[config.mk]
export PLATFORM = sky130hd
export DESIGN_NAME = video_switch_sequencer
export DESIGN_NICKNAME = d
export VERILOG_FILES = /design/src/rtl/video_switch_sequencer.sv
export SDC_FILE = /design/constraint.sdc
export NUM_CORES = 1
export LEC_CHECK = 0
export ABC_AREA = 1
export CAP_MARGIN = 20
export CORE_MARGIN = 8
export CORE_UTILIZATION = 59
export CTS_BUF_LIST = sky130_fd_sc_hd__clkbuf_4
export CTS_CLUSTER_SIZE = 14
export DETAILED_ROUTE_END_ITERATION = 6
export HOLD_SLACK_MARGIN = 0.06
export PLACE_DENSITY_LB_ADDON = 0.1
export SKIP_CTS_REPAIR_TIMING = 1
export SYNTH_ARGS = -nofsm -noshare
export SYNTH_HDL_FRONTEND = slang
export SYNTH_SLANG_ARGS = --single-unit
[constraint.sdc]
create_clock -name clk_50mhz_in -period 4.1 [get_ports clk_50mhz_in]
set_input_delay 0.615 -clock clk_50mhz_in [delete_from_list [all_inputs] [get_ports clk_50mhz_in]]
set_output_delay 0.615 -clock clk_50mhz_in [all_outputs]
set_load 0.05 [all_outputs]
[src/rtl/video_switch_sequencer.sv]
// ============================================================================
// video_switch_sequencer: blanks, applies, settles and re-locks video on every
// input reconfiguration (monitor config word or rear-panel sync toggle).
// Revision: 1.0
// ============================================================================
`default_nettype none

module video_switch_sequencer #(
  parameter int unsigned SETTLE_CYCLES       = 50000,
  parameter int unsigned LOCK_TIMEOUT_CYCLES = 5000000,
  parameter int unsigned STABLE_CYCLES       = 1000000,
  parameter logic [2:0]  RESET_CFG           = 3'b000,
  parameter int unsigned CNT_W               = 23
) (
  input  logic       clk_50mhz_in,
  input  logic       reset_x,
  input  logic       cfg_req_valid,
  input  logic [2:0] cfg_req,
  output logic       cfg_req_ready,
  input  logic       btn_toggle,
  input  logic       signal_present,
  input  logic [7:0] video_format,
  output logic [2:0] cfg_out,
  output logic       video_oe_x,
  output logic       video_reset,
  output logic       busy,
  output logic       lock_fail,
  output logic [7:0] locked_format
);

  typedef enum logic [2:0] {
    S_IDLE      = 3'd0,
    S_BLANK     = 3'd1,
    S_APPLY     = 3'd2,
    S_SETTLE    = 3'd3,
    S_WAIT_LOCK = 3'd4,
    S_STABLE    = 3'd5
  } state_t;

  state_t           state_q;
  logic [CNT_W-1:0] cnt_q;       // settle, then stable countdown
  logic [CNT_W-1:0] tmo_q;       // lock-search timeout
  logic [2:0]       cfg_out_q;
  logic [2:0]       next_cfg_q;
  logic             oe_x_q;
  logic             vreset_q;
  logic             lock_fail_q;
  logic [7:0]       locked_q;
  logic [7:0]       cap_q;
  logic             btn_pending_q;
  logic             no_lock_q;
  logic             sig_q;

  logic       w_lock_seen;
  logic       w_cnt_end;
  logic       w_tmo_end;
  logic       w_idle_req;
  logic [2:0] w_idle_cfg;
  logic       w_btn_served;

  assign w_lock_seen  = signal_present && (video_format != 8'h00);
  assign w_cnt_end    = (cnt_q <= CNT_W'(1));
  assign w_tmo_end    = (tmo_q <= CNT_W'(1));
  assign w_idle_req   = cfg_req_valid || btn_pending_q;
  assign w_idle_cfg   = cfg_req_valid ? cfg_req : {cfg_out_q[2:1], ~cfg_out_q[0]};
  // The button is only consumed when the monitor is not also asking.
  assign w_btn_served = (state_q == S_IDLE) && !cfg_req_valid && btn_pending_q;

  always_ff @(posedge clk_50mhz_in or negedge reset_x) begin
    if (!reset_x) begin
      state_q       <= S_SETTLE;
      cnt_q         <= CNT_W'(SETTLE_CYCLES);
      tmo_q         <= '0;
      cfg_out_q     <= RESET_CFG;
      next_cfg_q    <= RESET_CFG;
      oe_x_q        <= 1'b1;
      vreset_q      <= 1'b1;
      lock_fail_q   <= 1'b0;
      locked_q      <= 8'h00;
      cap_q         <= 8'h00;
      btn_pending_q <= 1'b0;
      no_lock_q     <= 1'b0;
      sig_q         <= 1'b0;
    end else begin
      lock_fail_q <= 1'b0;
      sig_q       <= signal_present;

      if (w_btn_served)
        btn_pending_q <= 1'b0;
      else if (btn_toggle)
        btn_pending_q <= 1'b1;

      case (state_q)
        S_IDLE: begin
          if (w_idle_req && (w_idle_cfg != cfg_out_q)) begin
            next_cfg_q <= w_idle_cfg;
            oe_x_q     <= 1'b1;
            state_q    <= S_BLANK;
          end else if (!no_lock_q && !signal_present) begin
            oe_x_q  <= 1'b1;
            tmo_q   <= CNT_W'(LOCK_TIMEOUT_CYCLES);
            state_q <= S_WAIT_LOCK;
          end else if (no_lock_q && signal_present && !sig_q) begin
            tmo_q   <= CNT_W'(LOCK_TIMEOUT_CYCLES);
            state_q <= S_WAIT_LOCK;
          end
        end
        S_BLANK: begin
          oe_x_q  <= 1'b1;
          state_q <= S_APPLY;
        end
        S_APPLY: begin
          cfg_out_q <= next_cfg_q;
          vreset_q  <= 1'b1;
          cnt_q     <= CNT_W'(SETTLE_CYCLES);
          state_q   <= S_SETTLE;
        end
        S_SETTLE: begin
          if (w_cnt_end) begin
            cnt_q    <= '0;
            vreset_q <= 1'b0;
            tmo_q    <= CNT_W'(LOCK_TIMEOUT_CYCLES);
            state_q  <= S_WAIT_LOCK;
          end else begin
            cnt_q <= cnt_q - CNT_W'(1);
          end
        end
        S_WAIT_LOCK: begin
          if (tmo_q != '0) tmo_q <= tmo_q - CNT_W'(1);
          if (w_lock_seen) begin
            cap_q   <= video_format;
            cnt_q   <= CNT_W'(STABLE_CYCLES);
            state_q <= S_STABLE;
          end else if (w_tmo_end) begin
            lock_fail_q <= 1'b1;
            oe_x_q      <= 1'b1;
            no_lock_q   <= 1'b1;
            state_q     <= S_IDLE;
          end
        end
        S_STABLE: begin
          if (tmo_q != '0) tmo_q <= tmo_q - CNT_W'(1);
          if (!signal_present || (video_format != cap_q)) begin
            state_q <= S_WAIT_LOCK;
          end else if (w_cnt_end) begin
            locked_q  <= cap_q;
            oe_x_q    <= 1'b0;
            no_lock_q <= 1'b0;
            state_q   <= S_IDLE;
          end else if (w_tmo_end) begin
            lock_fail_q <= 1'b1;
            oe_x_q      <= 1'b1;
            no_lock_q   <= 1'b1;
            state_q     <= S_IDLE;
          end else begin
            cnt_q <= cnt_q - CNT_W'(1);
          end
        end
        default: state_q <= S_IDLE;
      endcase
    end
  end

  assign cfg_req_ready = (state_q == S_IDLE);
  assign busy          = (state_q != S_IDLE);
  assign cfg_out       = cfg_out_q;
  assign video_oe_x    = oe_x_q;
  assign video_reset   = vreset_q;
  assign lock_fail     = lock_fail_q;
  assign locked_format = locked_q;

endmodule

`default_nettype wire
==> results of run 1 <==
cells in the final DEF, fill, tap and decap left out, types with 12 or more instances in the layout:
| cell type | instances |
|---|---|
| nand2_1 | 304 |
| nor2_1 | 120 |
| inv_1 | 69 |
| dfrtp_1 | 67 |
| nand3_1 | 45 |
| o21ai_0 | 40 |
| clkdlybuf4s50_1 | 30 |
| xor2_1 | 22 |
| o21ai_1 | 13 |
| xnor2_1 | 12 |
cell families (layout without fill, tap and decap cells):
logic type / after synthesis / after routing / share of synthesized area (%)
compound gates: 63 / 63 / 6.50
xor+xnor: 34 / 34 / 5.90
simple gates: 499 / 499 / 40.5
buf+inv: 87 / 117 / 7.39
flops: 77 / 77 / 38.4
fa+ha+maj: 5 / 5 / 1.24
registers in the layout (all words and copies together), names as in the netlist:
signal         count
cfg_out            3
lock_fail          1
sig_q              1
state_q            3
video_reset        1
locked_format      8
no_lock_q          1
video_oe_x         1
cap_q              8
btn_pending_q      1
cnt_q             23
tmo_q             23
next_cfg_q         3
layer usage:
| metal | routed length [µm] | global-route usage, % | vias to the layer above |
|---|---|---|---|
| met3 | 489 | 3.33 | 18 |
| met1 | 5420 | 27.4 | 2212 |
| met4 | 164 | 7.62 | 0 |
| met2 | 5200 | 33.9 | 114 |
| li1 | - | - | 2423 |
| met5 | 0 | 0 | - |
area by class of cell:
type / instances / area share (%)
repair buffers: 31 / 5.59
flip-flops and latches: 77 / 35.2
well taps: 105 / 2.39
multi-input cells: 601 / 49.6
inverters: 71 / 4.84
clock inverters: 5 / 0.954
clock buffers: 10 / 1.36
worst min path at each step:
stage | to | slack [ns] | cells past startpoint
final | cnt_q[17] | 0.33 | 1
after global routing | cnt_q[16] | 0.41 | 1
after CTS | cnt_q[17] | 0.36 | 1
after detailed placement | btn_pending_q | 0.47 | 1
after global placement | video_reset | 0.46 | 2
after floorplan | btn_pending_q | 0.32 | 0
through the flow:
step                instance area, µm²  worst slack [ns]
global route                      5510              1.09
CTS                               5510              1.35
finish                            5510              1.36
floorplan                         5050              1.88
global placement                  5380              1.41
detailed placement                5380              1.34
power breakdown:
part / switching, mW / leakage (nW) / internal [mW]
clock network: 0.272 / 0.0720 / 0.187
registers: 0.253 / 0.953 / 0.992
logic: 0.835 / 1.84 / 0.487
worst max-delay path, cell delays in order (launching register included):
cell	delay (ns)
dfstp_2	0.41
nor2_1	0.13
nand2_1	0.14
inv_1	0.19
clkdlybuf4s50_1	0.84
==> metrics, run 1 <==
RSZ-0062 raised after global routing=no; Synth Cell Area=approximately 5000 µm²; Post-synth ARST share=100%; Syn Inst Count=765; Core Box Area=around 8300 µm²; Via density=around 5.3; total wire length=11.3 mm; Setup TNS=0 ns; maximum number of pins on one net before global-route repair=a little under 80; H-tree depth=3; Final Max Slew Viols=0; Layout Nets=812; status=finished clean; Seq cells post-synth=77; die height=between 100 and 150 µm; crit path kind=flop to primary output; Initial Util=roughly three fifths; endpoints failing setup=0; CTS tree=yes; vias in the first global route=roughly 4500; f_max=364 MHz; critical path endpoint=cfg_req_ready; R2R Path End=cnt_q[6]; Clk Latency, worst-skew pair=~0.42 ns; CP required=about 3.5 ns; TritonCTS buffer count=9; non-filler cells, final=900; clk slew on worst S/H paths=~0.13 ns; Worst Hold Class=input port to async pin; filler instances=just under 800; sequential share of the synthesized area=around two fifths; pwr dens=between 500 and 600 nW/µm²; number of enable flip-flop cells after synthesis=0; syn nets=~800; most frequent cell after synthesis=nand2_1; DRC viols=0; Syn Area/Cell=roughly 6.6 µm²; fraction of layout instances using a drive strength above 1=roughly 6%; num rows=33; vias=approximately 4800; Inst Count DP=roughly 900; Power Total=just over 3 mW; Arrival @ worst endpoint=2.13 ns; global route overflow=0; flop2flop setup slack=1.45 ns; Hold Vio Cnt, Final=0; Reg-to-Reg Start=state_q[2]; Reg2Reg Depth=8; Least-Margin Pin Slew=between 0.9 and 1 ns; gr usage total=between 20% and 30%; Synth area leader=dfrtp_1; skew final=0.0153 ns; Routability Congestion=0.948; hold slack=roughly 0.33 ns; antenna violations before repair=0; TritonRoute pass-1 iters=6; Avg WL per Cell=12.5 µm; die area=around 12000 µm²; P&R area growth vs syn=9.12%; CTS Buffer Depth=2; 1st-iter DRT viols=between 200 and 300; Top FF cell, synth=dfrtp_1; register area=between 1500 and 2000 µm²; TritonCTS Sinks=77; worst-path fanout max=6; Critical Path Start Type=flop; number of antenna-violating nets in the routed design=0; Worst setup EP type=primary output; Worst Setup SP=state_q[1]; clock period minus worst slack=about 2.7 ns; Final period util=~67%; # IOs=32; clock tree root driver cell=clkbuf_4; Inserted Diodes=0; max cap viols=0; die width=108 µm; multi-input logic area=2730 µm²; list of most frequent post-synthesis cells=304 x nand2_1, 120 x nor2_1, 69 x inv_1; DP Wirelength=around 8.4 mm; relative slew slack=between 30% and 40%; synth top area cells=dfrtp_1 33%, nand2_1 23%, nor2_1 8.9%; post-synth top area share=between 30 and 40%; final core utilization=between 60% and 70%; VDD IR-drop max=roughly 0.33 mV; first-pass GRT wire length=approximately 20 mm; port bufs=31; Static Leak=around 2.9 nW; Synth Warn #=0; Synth cell types=32
Power figures use the tool's default switching activity.
==> inputs of run 2 (changes only) <==
--- a/config.mk
+++ b/config.mk
@@ -8,7 +8,7 @@
 export ABC_AREA = 1
 export CAP_MARGIN = 20
 export CORE_MARGIN = 8
-export CORE_UTILIZATION = 59
+export CORE_UTILIZATION = 56
 export CTS_BUF_LIST = sky130_fd_sc_hd__clkbuf_4
 export CTS_CLUSTER_SIZE = 14
 export DETAILED_ROUTE_END_ITERATION = 6
==> constraint.sdc (replaced) <==
create_clock -name clk_50mhz_in -period 2.4 [get_ports clk_50mhz_in]
set_input_delay 0.36 -clock clk_50mhz_in [delete_from_list [all_inputs] [get_ports clk_50mhz_in]]
set_output_delay 0.36 -clock clk_50mhz_in [all_outputs]
set_load 0.05 [all_outputs]
==> metrics, run 2 (same netlist as run 1, synthesis figures left out) <==
Hold Vio Cnt, Final=0; Inserted Diodes=0; gr usage total=18.8%; TritonRoute pass-1 iters=7; Slowest cell on crit path=clkdlybuf4s50_1; Final period util=slightly below 90%; top flop regs=cnt_q x23, tmo_q x23; Layout Nets=825; gr busiest metal=met2; maximum number of pins on one net before global-route repair=77; status=complete, but fails checks; Clk Latency, worst-skew pair=0.42 ns; Least-Margin Pin Slew=0.966 ns; Via density=approximately 5.1; most frequent cells in the layout=304 x nand2_1, 120 x nor2_1, 69 x inv_1, 67 x dfrtp_1, 45 x nand3_1; VDD IR-drop max=about 0.64 mV; P&R area growth vs syn=11.6%; # IOs=32; clock tree root driver cell=clkbuf_4; Worst setup EP type=primary output; Reg-to-Reg Start=cnt_q[0]; Arrival @ worst endpoint=~1.8 ns; vias in the first global route=4422; vias=4712; hold slack=0.0819 ns; H-tree depth=3; fin worst setup slack=0.251 ns; CP bufs+invs=1; max cap viols=0; die height=111 µm; area of placed instances=approximately 5500 µm²; pre-CTS WS=approximately 0.058 ns; Avg WL per Cell=roughly 12 µm; f_max=465 MHz; 1st-iter DRT viols=around 320; TritonCTS buffer count=9; crit path cell chain=clkdlybuf4s50_1; CP top delay family=buffers and inverters; antenna violations before repair=0; max incr delay on CP=~0.8 ns; Reg2Reg Depth=10; most common cell after layout, fill and taps aside=nand2_1; CTS Buffer Depth=2; Initial Util=roughly 58%; Critical Path Start Type=flop; die width=around 110 µm; number of antenna-violating nets in the routed design=0; CTS tree=yes; Routability Congestion=0.970; DRC viols=5; Final Cell Area=5630 µm²; Final Max Slew Viols=0; met1 GRT Util=24.9%; Core Box Area=~8700 µm²; TritonCTS Sinks=between 70 and 80; port bufs=31; num rows=34; R2R Path End=cnt_q[13]; endpoints failing setup=0; global route overflow=0; pwr dens=around 930 nW/µm²; worst-path fanout max=3; relative slew slack=between 30% and 40%; clock period minus worst slack=around 2.1 ns; clk slew on worst S/H paths=around 0.14 ns; fraction of layout instances using a drive strength above 1=~7.5%; Static Leak=slightly below 3 nW; final core utilization=64.6%; flop2flop setup slack=about 0.36 ns; RSZ-0062 raised after global routing=no; total wire length=about 11 mm; met3 Usage GRT=under 10%; DP Wirelength=between 8 and 9 mm; skew final=0.0135 ns; first-pass GRT wire length=approximately 20 mm; failing checks=design-rule violations; crit path kind=flop to primary output; die area=12300 µm²; Worst Hold Class=input port to async pin; CP required=between 2 and 2.5 ns; GR Util met2=between 30% and 40%
run 2: area by class of cell:
cell class | instances | area [µm²]
Fill cell | 787 | 3090
Multi-Input combinational cell | 601 | 2730
Sequential cell | 77 | 1940
Timing Repair Buffer | 44 | 418
Inverter | 71 | 267
Tap cell | 108 | 135
Clock buffer | 10 | 75.1
Clock inverter | 6 | 63.8
run 2: worst max-delay path by stage:
stage                             start          to  slack [ns]  depth (start not counted)
after floorplan              state_q[1]   tmo_q[14]        0.18                          8
after detailed placement  cfg_req_valid   tmo_q[18]        0.06                         10
after CTS                    state_q[1]        busy       -0.04                          3
after global placement    cfg_req_valid   tmo_q[19]        0.19                         10
final                        video_oe_x  video_oe_x        0.25                          1
after global routing           cnt_q[0]    cnt_q[9]        0.09                         10
run 2: report_power, final:
part	total, mW	switching (mW)	internal [mW]
clock	0.816	0.488	0.328
sequential	2.12	0.422	1.69
combinational	2.29	1.44	0.852
run 2: layer usage:
layer / vias to the layer above / part of all wire [%]
met5: - / 0
met3: 9 / 4.6
li1: 2447 / -
met4: 0 / 0.93
met1: 2149 / 49
met2: 107 / 46
run 2: through the flow:
stage	std cells	setup TNS, ns	total power [mW]
floorplan	765	0	3.83
global placement	901	0	4.33
detailed placement	901	0	4.40
CTS	917	-0.0379	5.23
global route	917	0	5.68
finish	917	0	5.22
==> RTL change, RTL diff (config.mk and constraints of run 2) <==
`CNT_W`: 23 -> 27.
--- a/src/rtl/video_switch_sequencer.sv
+++ b/src/rtl/video_switch_sequencer.sv
@@ -12,3 +12,3 @@
   parameter logic [2:0]  RESET_CFG           = 3'b000,
-  parameter int unsigned CNT_W               = 23
+  parameter int unsigned CNT_W               = 27
 ) (
Check against the original RTL: same outputs for any inputs over 10 cycles, from zero or initial values and one cycle with reset_x low; that may be too few to reach the edited logic, so the function may still have changed.
==> RTL change against run 2 <==
Worst setup slack worse by 0.048 ns; sequential cell count up 8; via count is 21% higher; die area grew 17%; synthesized area is 20% higher; routed wire length up 25%; first-iteration DRC count grew 6.9%; global-route usage up 2.2 points; critical path depth stayed put; cell area grew 19%; sequential share of layout area down 2.4 points; non-clock buffer count up 5; critical endpoint unchanged; highest routed layer unchanged.
Power is not compared: it rests on default switching activity, and its combinational part moved more than twofold at a synthesized area within 25%.
==> RTL change: results (changes against run 2) <==
metric;value;unit;change
dp_hpwl;10.3;mm;+23%
worstMarginPinSlew;0.533;ns;-0.433 ns
grt_pass1_wl;25.0;mm;+24%
synth_nets;960;;+22%
firstDrtPassIters;5;;-2
status;complete, no violations;;
synthCells;939;;+23%
nNetsFinal;998;;+21%
clkLatencyLatePin;0.49;ns;+0.07 ns
crit_arrival;1.84;ns;+0.05 ns
grt_max_degree;48;;-38%
r2r-start;cnt_q[6]$_DFFE_PN1P_;;
r2r_end;tmo_q[25]$_DFFE_PN0P_;;
dpl_cell_area;0.00651;mm²;+19%
synth.distinct_cells;36;;+13%
drive_gt1_frac;0.102;;+0.0264
wl;14.3;mm;+25%
fill_cells;1036;;+32%
avgViaCountPerCell;5.10;;-0.75%
grt_usage;0.210;;+0.0216
drtIter0Drc;340;;+6.9%
reg2regPathDepth;11;;+1
grt_pass1_vias;5364;;+21%
reg_top3;cnt_q: 27 flops, tmo_q: 27 flops;;
wl_per_cell;12.8;µm;+2.2%
gp_congestion;0.922;;-5.0%
use_met1;0.284;;+0.0349
rrSetupSlack;0.29;ns;-0.07 ns
clock_skew;0.0291;ns;+0.0156 ns
synthTopCellsByArea;dfrtp_1, nand2_1, nor2_1;;
use_met3;0.0540;;+0.0102
layout_setup_ws;0.203;ns;-0.0481 ns
synth_seq_area_share;0.355;;-0.0296
h-tree-depth;3;;unchanged
yosys-top-cells-count;nand2_1, nor2_1, inv_1;;
placed_cells;1105;;+23%
grtUsageMet2;0.328;;+0.0267
[RTL change: final cells by class]
class,instances,area (µm²),area share
Clock buffer,10,75.1,0.0112
Clock inverter,6,70.1,0.0105
Inverter,98,368,0.0551
Multi-Input combinational cell,734,3370,0.505
Sequential cell,85,2140,0.321
Tap cell,140,175,0.0262
Timing Repair Buffer,49,475,0.0712
[RTL change: worst min path at each step]
| stage | startpoint | end | slack, ns |
|---|---|---|---|
| 2_1_floorplan | reset_x | btn_pending_q$_DFFE_PN0P_ | 0.06 |
| 3_3_place_gp | reset_x | cfg_out[2]$_DFFE_PN0P_ | 0.37 |
| 3_5_place_dp | reset_x | cfg_out[2]$_DFFE_PN0P_ | 0.38 |
| 4_1_cts | reset_x | sig_q$_DFF_PN0_ | -0.17 |
| 5_1_grt | reset_x | sig_q$_DFF_PN0_ | 0.40 |
| 6_report | reset_x | cfg_out[2]$_DFFE_PN0P_ | 0.38 |
[RTL change: layer usage]
layer	vias up	part of all wire
met5	-	0
met4	0	0.0087
met3	12	0.050
met2	112	0.44
met1	2584	0.50
li1	3014	-
[RTL change: kinds of logic (layout without fill, tap and decap cells)]
group,Yosys count,in the layout,share of synthesized area
AOI/OAI and AO/OA,61,61,0.0573
xor gates and xnor gates,22,22,0.0319
adders and majority gates,5,5,0.0104
buffers and inverters,120,163,0.0865
DFF,85,85,0.355
and+or+nand+nor,646,646,0.459
[RTL change: power groups by stage]
stage / clock network (µW) / registers [µW] / logic (µW)
floorplan: 0 / 2380 / 3550
global placement: 0 / 2390 / 4530
detailed placement: 0 / 2380 / 4610
CTS: 926 / 2360 / 4620
global route: 974 / 2440 / 5250
finish: 894 / 2370 / 4620
